<file path="config.mk">
export PLATFORM = sky130hd
export DESIGN_NAME = poly_mod_add_pipe
export DESIGN_NICKNAME = d
export VERILOG_FILES = /design/src/rtl/poly_mod_add_pipe.sv
export SDC_FILE = /design/constraint.sdc
export NUM_CORES = 1
export LEC_CHECK = 0
export CORE_ASPECT_RATIO = 0.7
export CORE_MARGIN = 4
export CORE_UTILIZATION = 54
export DETAILED_ROUTE_END_ITERATION = 16
export PLACE_DENSITY = 0.89
export SLEW_MARGIN = 10
export SYNTH_ARGS = -nofsm -noshare
export SYNTH_HDL_FRONTEND = slang
export SYNTH_SLANG_ARGS = --single-unit
</file>
<file path="constraint.sdc">
create_clock -name clk -period 3.3 [get_ports clk]
set_input_delay 0.66 -clock clk [delete_from_list [all_inputs] [get_ports clk]]
set_output_delay 0.66 -clock clk [all_outputs]
set_load 0.01 [all_outputs]
</file>
<file path="src/rtl/poly_mod_add_pipe.sv">
// Two-stage pipelined modular adder: o = (a+b) mod Q with valid/ready flow control,
// a per-polynomial coefficient index, and a sticky out-of-range operand flag.
`timescale 1ns/1ps
module poly_mod_add_pipe #(
    parameter int WIDTH = 12,
    parameter int Q     = 3329,
    parameter int N     = 256
) (
    input  logic             clk,
    input  logic             rst_n,
    input  logic             in_valid,
    output logic             in_ready,
    input  logic [WIDTH-1:0] a,
    input  logic [WIDTH-1:0] b,
    output logic             out_valid,
    input  logic             out_ready,
    output logic [WIDTH-1:0] o,
    output logic             out_last,
    output logic [7:0]       out_idx,
    output logic             err
);
    localparam logic [WIDTH:0] QW       = (WIDTH+1)'(Q);
    localparam logic [7:0]     LAST_IDX = 8'(N-1);

    logic             r_s1_valid, r_s1_bad, r_s2_valid, r_err;
    logic [WIDTH:0]   r_s1_sum;
    logic [WIDTH-1:0] r_o;
    logic [7:0]       r_idx;

    logic             w_s1_load, w_s2_load, w_out_xfer, w_bad_in, w_wrap;
    logic [WIDTH-1:0] w_red;

    assign w_s2_load  = !r_s2_valid || out_ready;
    assign w_s1_load  = !r_s1_valid || w_s2_load;
    assign in_ready   = !r_s1_valid || !r_s2_valid || out_ready;
    assign w_out_xfer = r_s2_valid && out_ready;
    assign w_wrap     = (r_idx == LAST_IDX);
    assign w_bad_in   = ({1'b0, a} >= QW) || ({1'b0, b} >= QW);
    // Single conditional subtract; out-of-range operands just take this same path.
    assign w_red      = (r_s1_sum >= QW) ? WIDTH'(r_s1_sum - QW) : WIDTH'(r_s1_sum);

    always_ff @(posedge clk or negedge rst_n) begin
        if (!rst_n) begin
            r_s1_valid <= 1'b0;
            r_s1_bad   <= 1'b0;
            r_s1_sum   <= '0;
        end else if (w_s1_load) begin
            r_s1_valid <= in_valid;
            r_s1_bad   <= w_bad_in;
            r_s1_sum   <= {1'b0, a} + {1'b0, b};
        end
    end

    always_ff @(posedge clk or negedge rst_n) begin
        if (!rst_n) begin
            r_s2_valid <= 1'b0;
            r_o        <= '0;
        end else if (w_s2_load) begin
            r_s2_valid <= r_s1_valid;
            r_o        <= w_red;
        end
    end

    always_ff @(posedge clk or negedge rst_n) begin
        if (!rst_n) begin
            r_idx <= '0;
        end else if (w_out_xfer) begin
            r_idx <= w_wrap ? 8'd0 : r_idx + 8'd1;
        end
    end

    // A bad entry entering stage 2 sets the flag even on the boundary transfer that would clear it.
    always_ff @(posedge clk or negedge rst_n) begin
        if (!rst_n) begin
            r_err <= 1'b0;
        end else if (w_s2_load && r_s1_valid && r_s1_bad) begin
            r_err <= 1'b1;
        end else if (w_out_xfer && w_wrap) begin
            r_err <= 1'b0;
        end
    end

    assign out_valid = r_s2_valid;
    assign o         = r_o;
    assign out_idx   = r_idx;
    assign out_last  = r_s2_valid && w_wrap;
    assign err       = r_err;
endmodule

</file>
## Word level (Yosys, flattened, before mapping)

Index checks and enable logic that the tools add are counted.

| word-level totals | value |
|---|---|
| flip-flop bits (word level) | 37 |
| bits of input ports | 28 |
| output and inout bits | 24 |
| word-level logic and storage cells | 31 |

| cells by class | value |
|---|---|
| $add $sub $neg | 3 |
| order comparisons | 3 |
| equal/unequal tests | 1 |
| muxes and demuxes | 4 |
| reduce and logical (&&, ||, !) cells | 13 |

Operators with widths:

| operator | number |
|---|---|
| 12-bit >= comparator, second input constant | 2 |
| 12-bit by 12-bit adder with 13-bit output | 1 |
| 13-bit by 12-bit >= comparator with 1-bit output, second input constant | 1 |
| 12-bit two-way mux | 1 |
| 12-bit subtractor, second input constant | 1 |
| 8-bit by 1-bit adder with 8-bit output, second input constant | 1 |
| 8-bit equality test, second input constant | 1 |
| 8-bit two-way mux | 1 |
| 1-bit logical AND | 5 |
| 1-bit logical OR | 5 |
| 1-bit zero test | 2 |
| 1-bit two-way mux | 2 |
| 2-bit nonzero test | 1 |

## Longest topological paths before layout

Gate-level depths: netlist (run 1).

| logic depth | value |
|---|---|
| word-level depth | 5 |
| gate-level depth with buffers | 8 |
| mapped depth without buffers | 8 |

## Least setup slack after synthesis (run 1)

Ideal clock, no wire load.

| timing path | value |
|---|---|
| kind | input to register |
| from | input port a[0] |
| to | register r_s1_sum[10] |
| setup time | 141 ps |
| arrival time | 2,431 ps |
| data required time | 3,159 ps |
| setup slack | 728 ps |
| cell stages on the path | 8 |
| buffers on the path | 0 |
| cell sequence | ha_1 fa_1 a21o_1 a221oi_1 a21oi_1 a211oi_1 xnor2_1 a21oi_1 |

| between the ends | value |
|---|---|
| word-level cells in the longest chain between the ends | 1 |

Ends and longest elaborated chain:

| item | RTL line | source |
|---|---|---|
| from (decl) | 13 | `input logic [WIDTH-1:0] a,` |
| 12-bit by 12-bit adder with 13-bit output | 50 | `r_s1_sum <= {1'b0, a} + {1'b0, b};` |
| to (signal assigned) | 50 |  |
| to (decl) | 26 | `logic [WIDTH:0] r_s1_sum;` |

No other way between the ends.
A chain may end at the register's enable or synchronous reset.

## Worst setup path in the final report (run 1)

Ends and elaborated chain as after synthesis.

==> results.md, run 1 <==
- Leakage: 1.209 nW
- Crit path max fanout: 3
- Vias in the first global route: between 1500 and 2000
- Initial Utilization: 0.5644
- DR iter-0 viols: 103
- Crit path buffers/inverters: 1
- Worst-margin pin slew: 456.2 ps
- Syn nets: 287
- Buffers on Ports: 51
- Internal: approximately 1.1 mW
- Die W: 84.76 um
- Worst EP arrival: 2980 ps
- WL/cell: 14.53 um
- RR Endpoint: o[1]
- Cell Area, Synth: about 0.0022 mm2
- Multi-input logic area: roughly 0.0013 mm2
- Top post-synthesis cells by area: dfrtp_1 (42%), ha_1 (8.4%), xnor2_1 (6.3%)
- Clock power share: 0.192
- Post-route DRC: 0
- Die footprint: 0.005232 mm2
- CP top delay family: compound AO/OA/AOI/OAI gates
- Num rows: 19
- H-tree levels: 2
- Syn avg cell area: roughly 9.2 um2
- Post-synthesis cell type count: 37
- Clk sinks: 37
- Gp weighted congestion: roughly 0.87
- # Max-Cap Violations: 0
- Top cell type by total area after synthesis: dfrtp_1
- FFs w/ async S/R, synth: 1.000
- Area Growth Syn to Fin: 30.73%
- Post-CTS Setup Inserts: 0
- Post-synthesis sequential area ratio: 0.4157
- R2r setup slk: 1200 ps
- Syn. warnings: 0
- EDFF count, synth: 0
- Reg2reg start: r_s1_sum[6]
- CP cell instances: clkdlybuf4s50_1, ha_1, fa_1, a21o_1, a221oi_1, a21oi_1, a211oi_1, xnor2_1, a21oi_1
- # fillers: around 320
- Most used cell, CP: a21oi_1
- Period utilisation layout: 0.8524
- GRT Total Usage: 0.2049
- Max-slew headroom: 0.6958
- DP Worst Slack: around 220 ps
- DRT Pass-1 Iters: 4
- Register area: 925.9 um2
- CTS tree: built
- Synth top area share: 0.4157
- Critical Path Slowest Stage Cell: clkdlybuf4s50_1
- Area of the core: 0.003946 mm2
- Resize count post-CTS: 0
- Initial antenna violation count: 0
- CTS Buffer Depth: 2
- Worst clock skew: roughly 9.0 ps
- Hold_sp: o[11]
- Period minus WS final: 2813 ps
- Final ANT Viol Nets: 0
- Comb power frac: 0.388
- Synth Instances: ~240
- Post-layout nets: approximately 350
- Hold Path End: o[11]
- Largest net degree at the start of global routing: 38
- Reported net switching power: 579.3 uW
- RSZ-0062 raised after global routing: false
- Via count: just under 2000
- Pins Over Slew Limit: 0
- Hold Path Stages: 2
- First-pass GRT wire length: 8293 um
- Setup_tns: 0 ps
- Critical Path Start Type: primary input
- Synth Register Bits: 37
- CTS buffer count: 5
- Status: finished clean
- Ratio of cells with drive above 1 in the final layout: 0.05648
- # setup viols final: 0
- Fmax: 355.5 MHz
- Number of vias per cell: 5.558
- Hold Vio Cnt, Final: 0
- Routed wire length: 5128 um
- Hold Crit Class: reg -> reg
- Number of diodes: 0
- Clk Latency, worst-skew pair: 290 ps
- Crit Path Category: in -> reg
- VDD IR max: 0.3340 mV
- Synth Flop Type: dfrtp_1
- Max incr delay on CP: 430 ps
- Io pins: 52
- Vert. Die Dim: between 60 and 70 um
- Dpl hpwl: about 4000 um
- Crit path capture type: register
- Final WS setup: around 490 ps
- Sequential share of power: 0.420
- Pwr dens: roughly 580 mW/mm2
- Clk pin slew, worst setup/hold paths: roughly 70 ps
- Switching fraction of total power: 0.3454
- R2r worst-path depth: 6
- Root Driver: clkbuf_8
- Grt ovf: 0
- Hold_buf cts: 0
- Worst path required time: 3470 ps
## synthesized netlist by cell type (all sizes together) (7+ instances only)
master  count
a21oi      17
dfrtp      37
xnor2      16
xor2        9
inv         7
ha         15
nor2       25
nor3       10
o21ai      22
nand2      24
a21o        7
## power groups by stage
stage                     sequential, mW  combinational (mW)  clock (mW)
final                              0.705               0.651       0.321
after global routing               0.725               0.712       0.346
after CTS                          0.703               0.657       0.329
after detailed placement           0.711               0.650           0
after global placement             0.703               0.630           0
after floorplan                    0.726               0.318           0
## worst max path at each step
stage	cells after the start	to	slack, ps	from
global route	9	r_s1_sum[10]	370	a[0]
finish	9	r_s1_sum[10]	490	a[0]
floorplan	8	r_s1_sum[10]	730	a[0]
detailed placement	9	r_s1_sum[10]	220	a[0]
CTS	9	r_s1_sum[10]	500	a[0]
global placement	9	r_s1_sum[10]	270	a[0]
## cell usage in the layout, fill, tap and decap left out, drive strengths merged, types with 3 or more instances in the layout
cell            n
a21oi          17
nand2b          5
ha             15
nand4           5
inv             7
o211ai          4
nand2          24
clkdlybuf4s50  51
nor2           25
a21o            7
xor2            9
nor4            5
dfrtp          37
buf             5
clkbuf          6
xnor2          16
a211oi          3
o21ai          22
nor3           10
## metrics by stage
stage               power (mW)  hold slack, ps  cells  utilization  instance area [um2]
global route             1.783           530.6    353       0.7378                 2912
finish                   1.677           481.4    353       0.7378                 2912
detailed placement       1.361           470.2    346       0.7150                 2821
CTS                      1.689           487.4    353       0.7378                 2912
global placement         1.333           461.7    346       0.7150                 2821
floorplan                1.044           364.4    243            -                 2227
## per-layer routing
layer / share of wire / vias up / track usage / wire length [um]
met1: 0.45 / 916 / 0.2735 / 2333
met3: 0.061 / 4 / 0.03426 / 315
li1: - / 974 / - / -
met4: 0.0057 / 0 / 0.07449 / 29
met5: 0 / - / 0 / 0
met2: 0.48 / 68 / 0.3478 / 2449
## tightest hold or removal path, delay by kind of cell, from the launching register on
family          cells  cell delay, ps
compound gates      1              60
flops               1             340
simple gates        1              50
## registers in the layout, summed over array words and instances, names as in the netlist
register    flops
err             1
out_valid       1
o              12
r_s1_valid      1
r_s1_bad        1
r_s1_sum       13
out_idx         8
## area by class of cell
type,count,area share
multi-input cells,193,0.4302
flip-flops and latches,37,0.3180
repair buffers,56,0.1882
clock buffers,6,0.02836
well taps,52,0.02235
inverters,8,0.01031
clock inverters,1,0.002578
## cell families after synthesis
| group | count (synthesis) | share of synthesized area |
|---|---|---|
| AO/OA/AOI/OAI | 66 | 0.1843 |
| XOR/XNOR | 25 | 0.09831 |
| adder cells (fa/ha/maj) | 16 | 0.09326 |
| buffers and inverters | 13 | 0.02191 |
| flip-flops | 37 | 0.4157 |
| multiplexers | 1 | 0.005056 |
| AND/OR/NAND/NOR | 85 | 0.1815 |
(Power assumes the default switching activity.)
==> inputs of run 2 (changes only) <==
- CORE_UTILIZATION: 54 -> 45
- PLACE_DENSITY: 0.89 -> 0.8
- clock period: 3.3 -> 2.27 ns (I/O delays scaled with it)
==> results.md, run 2 (synthesized netlist as in run 1, its figures left out) <==
- # Max-Cap Violations: 0 (unchanged)
- Number of diodes: 0 (unchanged)
- Area of the core: 0.004782 mm2 (+21%)
- Crit path capture type: register
- Die footprint: 0.006157 mm2 (+18%)
- Critical Path Start Type: primary input
- Hold Crit Class: reg -> reg
- Max-slew headroom: 0.7018 (+0.005927)
- Vias in the first global route: 1867 (+2.4%)
- Grt ovf: 0 (unchanged)
- Finished Layout Cells: 391 (+11%)
- Via count: 1981 (+0.97%)
- CTS tree: built
- Pins Over Slew Limit: 0 (unchanged)
- Io pins: 52 (unchanged)
- Crit path max fanout: 3 (unchanged)
- Post-layout nets: 365 (+5.8%)
- Hold Vio Cnt, Final: 0 (unchanged)
- DRT Pass-1 Iters: 4 (unchanged)
- Num rows: 21 (+2)
- Largest net degree at the start of global routing: 38 (unchanged)
- Placed cells: 379 (+9.5%)
- # fillers: 415 (+31%)
- Most common cell after layout, fill and taps aside: clkdlybuf4s50_1
- WL/cell: 12.82 um (-12%)
- H-tree levels: 2 (unchanged)
- Crit Path Category: in -> reg
- # setup viols final: 0 (unchanged)
- Pwr dens: 835.7 mW/mm2 (+45%)
- Initial antenna violation count: 0 (unchanged)
- Area Growth Syn to Fin: 40.39%
- Fmax: 464.6 MHz
- CTS Buffer Depth: 2 (unchanged)
- Period utilisation layout: 0.9481
- Worst path required time: 2450 ps (-1020 ps)
- GRT Total Usage: 0.1777 (-0.02728)
- Clk sinks: 37 (unchanged)
- Largest register FFs: 13 (unchanged)
- Clk pin slew, worst setup/hold paths: 80 ps (about the same)
- Period minus WS final: between 2000 and 2500 ps
- Clk Latency, worst-skew pair: 300 ps (about the same)
- Most frequent cells in the layout: clkdlybuf4s50_1 (45), dfrtp_1 (37), nor2_1 (25), buf_4 (25), nand2_1 (24)
- First-pass GRT wire length: 8666 um (+4.5%)
- Hold_buf cts: 0 (unchanged)
- Worst EP arrival: 2330 ps (-650 ps)
- Final Core Density: 0.6538 (-0.08395)
- Die W: 92.09 um (+8.6%)
- Number of vias per cell: 5.066 (-8.8%)
- Initial Utilization: 0.4657 (-0.09864)
- Status: finished clean
- Worst-margin pin slew: 447.3 ps (-8.891 ps)
- Worst clock skew: 11.42 ps (+2.413 ps)
- RSZ-0062 raised after global routing: false
- Routed wire length: 5011 um (-2.3%)
- Final WS setup: 117.7 ps (-369.5 ps)
- Leakage: 1.336 nW (+11%)
- VDD IR max: 0.3503 mV (+4.9%)
- Final ANT Viol Nets: 0 (unchanged)
- Ratio of cells with drive above 1 in the final layout: 0.1335 (+0.07706)
- Most flops, register: r_s1_sum
- Root Driver: clkbuf_8
- Vert. Die Dim: 66.86 um (+8.3%)
- DR iter-0 viols: 117 (+14%)
- Post-route DRC: 0 (unchanged)
- DP Worst Slack: -436.2 ps (-661.1 ps)
- Dpl hpwl: 4064 um (+2.6%)
- CTS buffer count: 5 (unchanged)
- Setup_tns: 0 ps (unchanged)
- Buffers on Ports: 51 (unchanged)
- Gp weighted congestion: 0.8877 (+2.0%)
==> run 2: cell count changes in the layout (fill, tap and decap cells not counted), sizes merged <==
| cell | delta |
|---|---|
| clkinv | +1 |
| dlygate4sd2 | +5 |
| bufinv | +1 |
| clkdlybuf4s50 | -6 |
| dlymetal6s2s | +1 |
| buf | +20 |
| clkbuf | -1 |
==> run 2: final timing paths <==
kind | from | end | slack [ps] | cells after the start
worst max-delay path | a[4] | r_s1_sum[10] | 120 | 8
worst min-delay path | r_s1_valid | out_valid | 480 | 1
worst max register to register | r_s1_sum[6] | o[2] | 200 | 6
worst min register to register | r_s1_valid | out_valid | 480 | 1
max in group asynchronous | rst_n | r_s1_sum[4] | 1380 | 2
min in group asynchronous | rst_n | out_idx[1] | 570 | 2
==> run 2: repair_timing <==
action,in CTS,in global routing
endpoints found under the setup margin,5,5
hold endpoints to repair,0,0
gates resized for setup,7,3
pin swaps,6,2
buffers inserted,4,0
==> run 2: metal layers <==
layer,routed length (um),GRT usage,vias up
met5,0,0,-
met3,239,0.03160,8
met1,2445,0.2371,903
met4,68,0.07778,0
li1,-,-,1018
met2,2258,0.2855,52
==> run 2: metrics by stage <==
step	power (mW)	instance area, um2	hold slack [ps]
2_1_floorplan	1.521	2238	158.4
3_3_place_gp	1.990	2974	455.1
3_5_place_dp	2.030	2974	466.1
4_1_cts	2.637	3118	483.6
5_1_grt	2.794	3127	517.1
6_report	2.613	3127	479.2
==> run 2: final cells by class <==
| type | count | area [um2] | share of cell area |
|---|---|---|---|
| clock inverter | 3 | 46.29 | 0.01481 |
| multi-input combinational | 193 | 1275 | 0.4078 |
| inverter | 8 | 30.03 | 0.009604 |
| clock buffer | 5 | 68.82 | 0.02201 |
| sequential | 37 | 925.9 | 0.2961 |
| timing repair buffer | 76 | 694.4 | 0.2221 |
| tap | 69 | 86.33 | 0.02761 |
==> run 2: power breakdown <==
part / switching, mW / internal (mW) / leakage (nW)
clock network: 0.245 / 0.329 / 0.0543
registers: 0.159 / 0.841 / 0.437
logic: 0.463 / 0.577 / 0.845
==> run 2: critical path, cell delays in order <==
cell and delay, ps:
clkdlybuf4s50_1 430, ha_1 330, a21o_1 210, a221oi_2 300
a21oi_1 120, a211oi_2 240, xnor2_1 160, a21oi_1 80
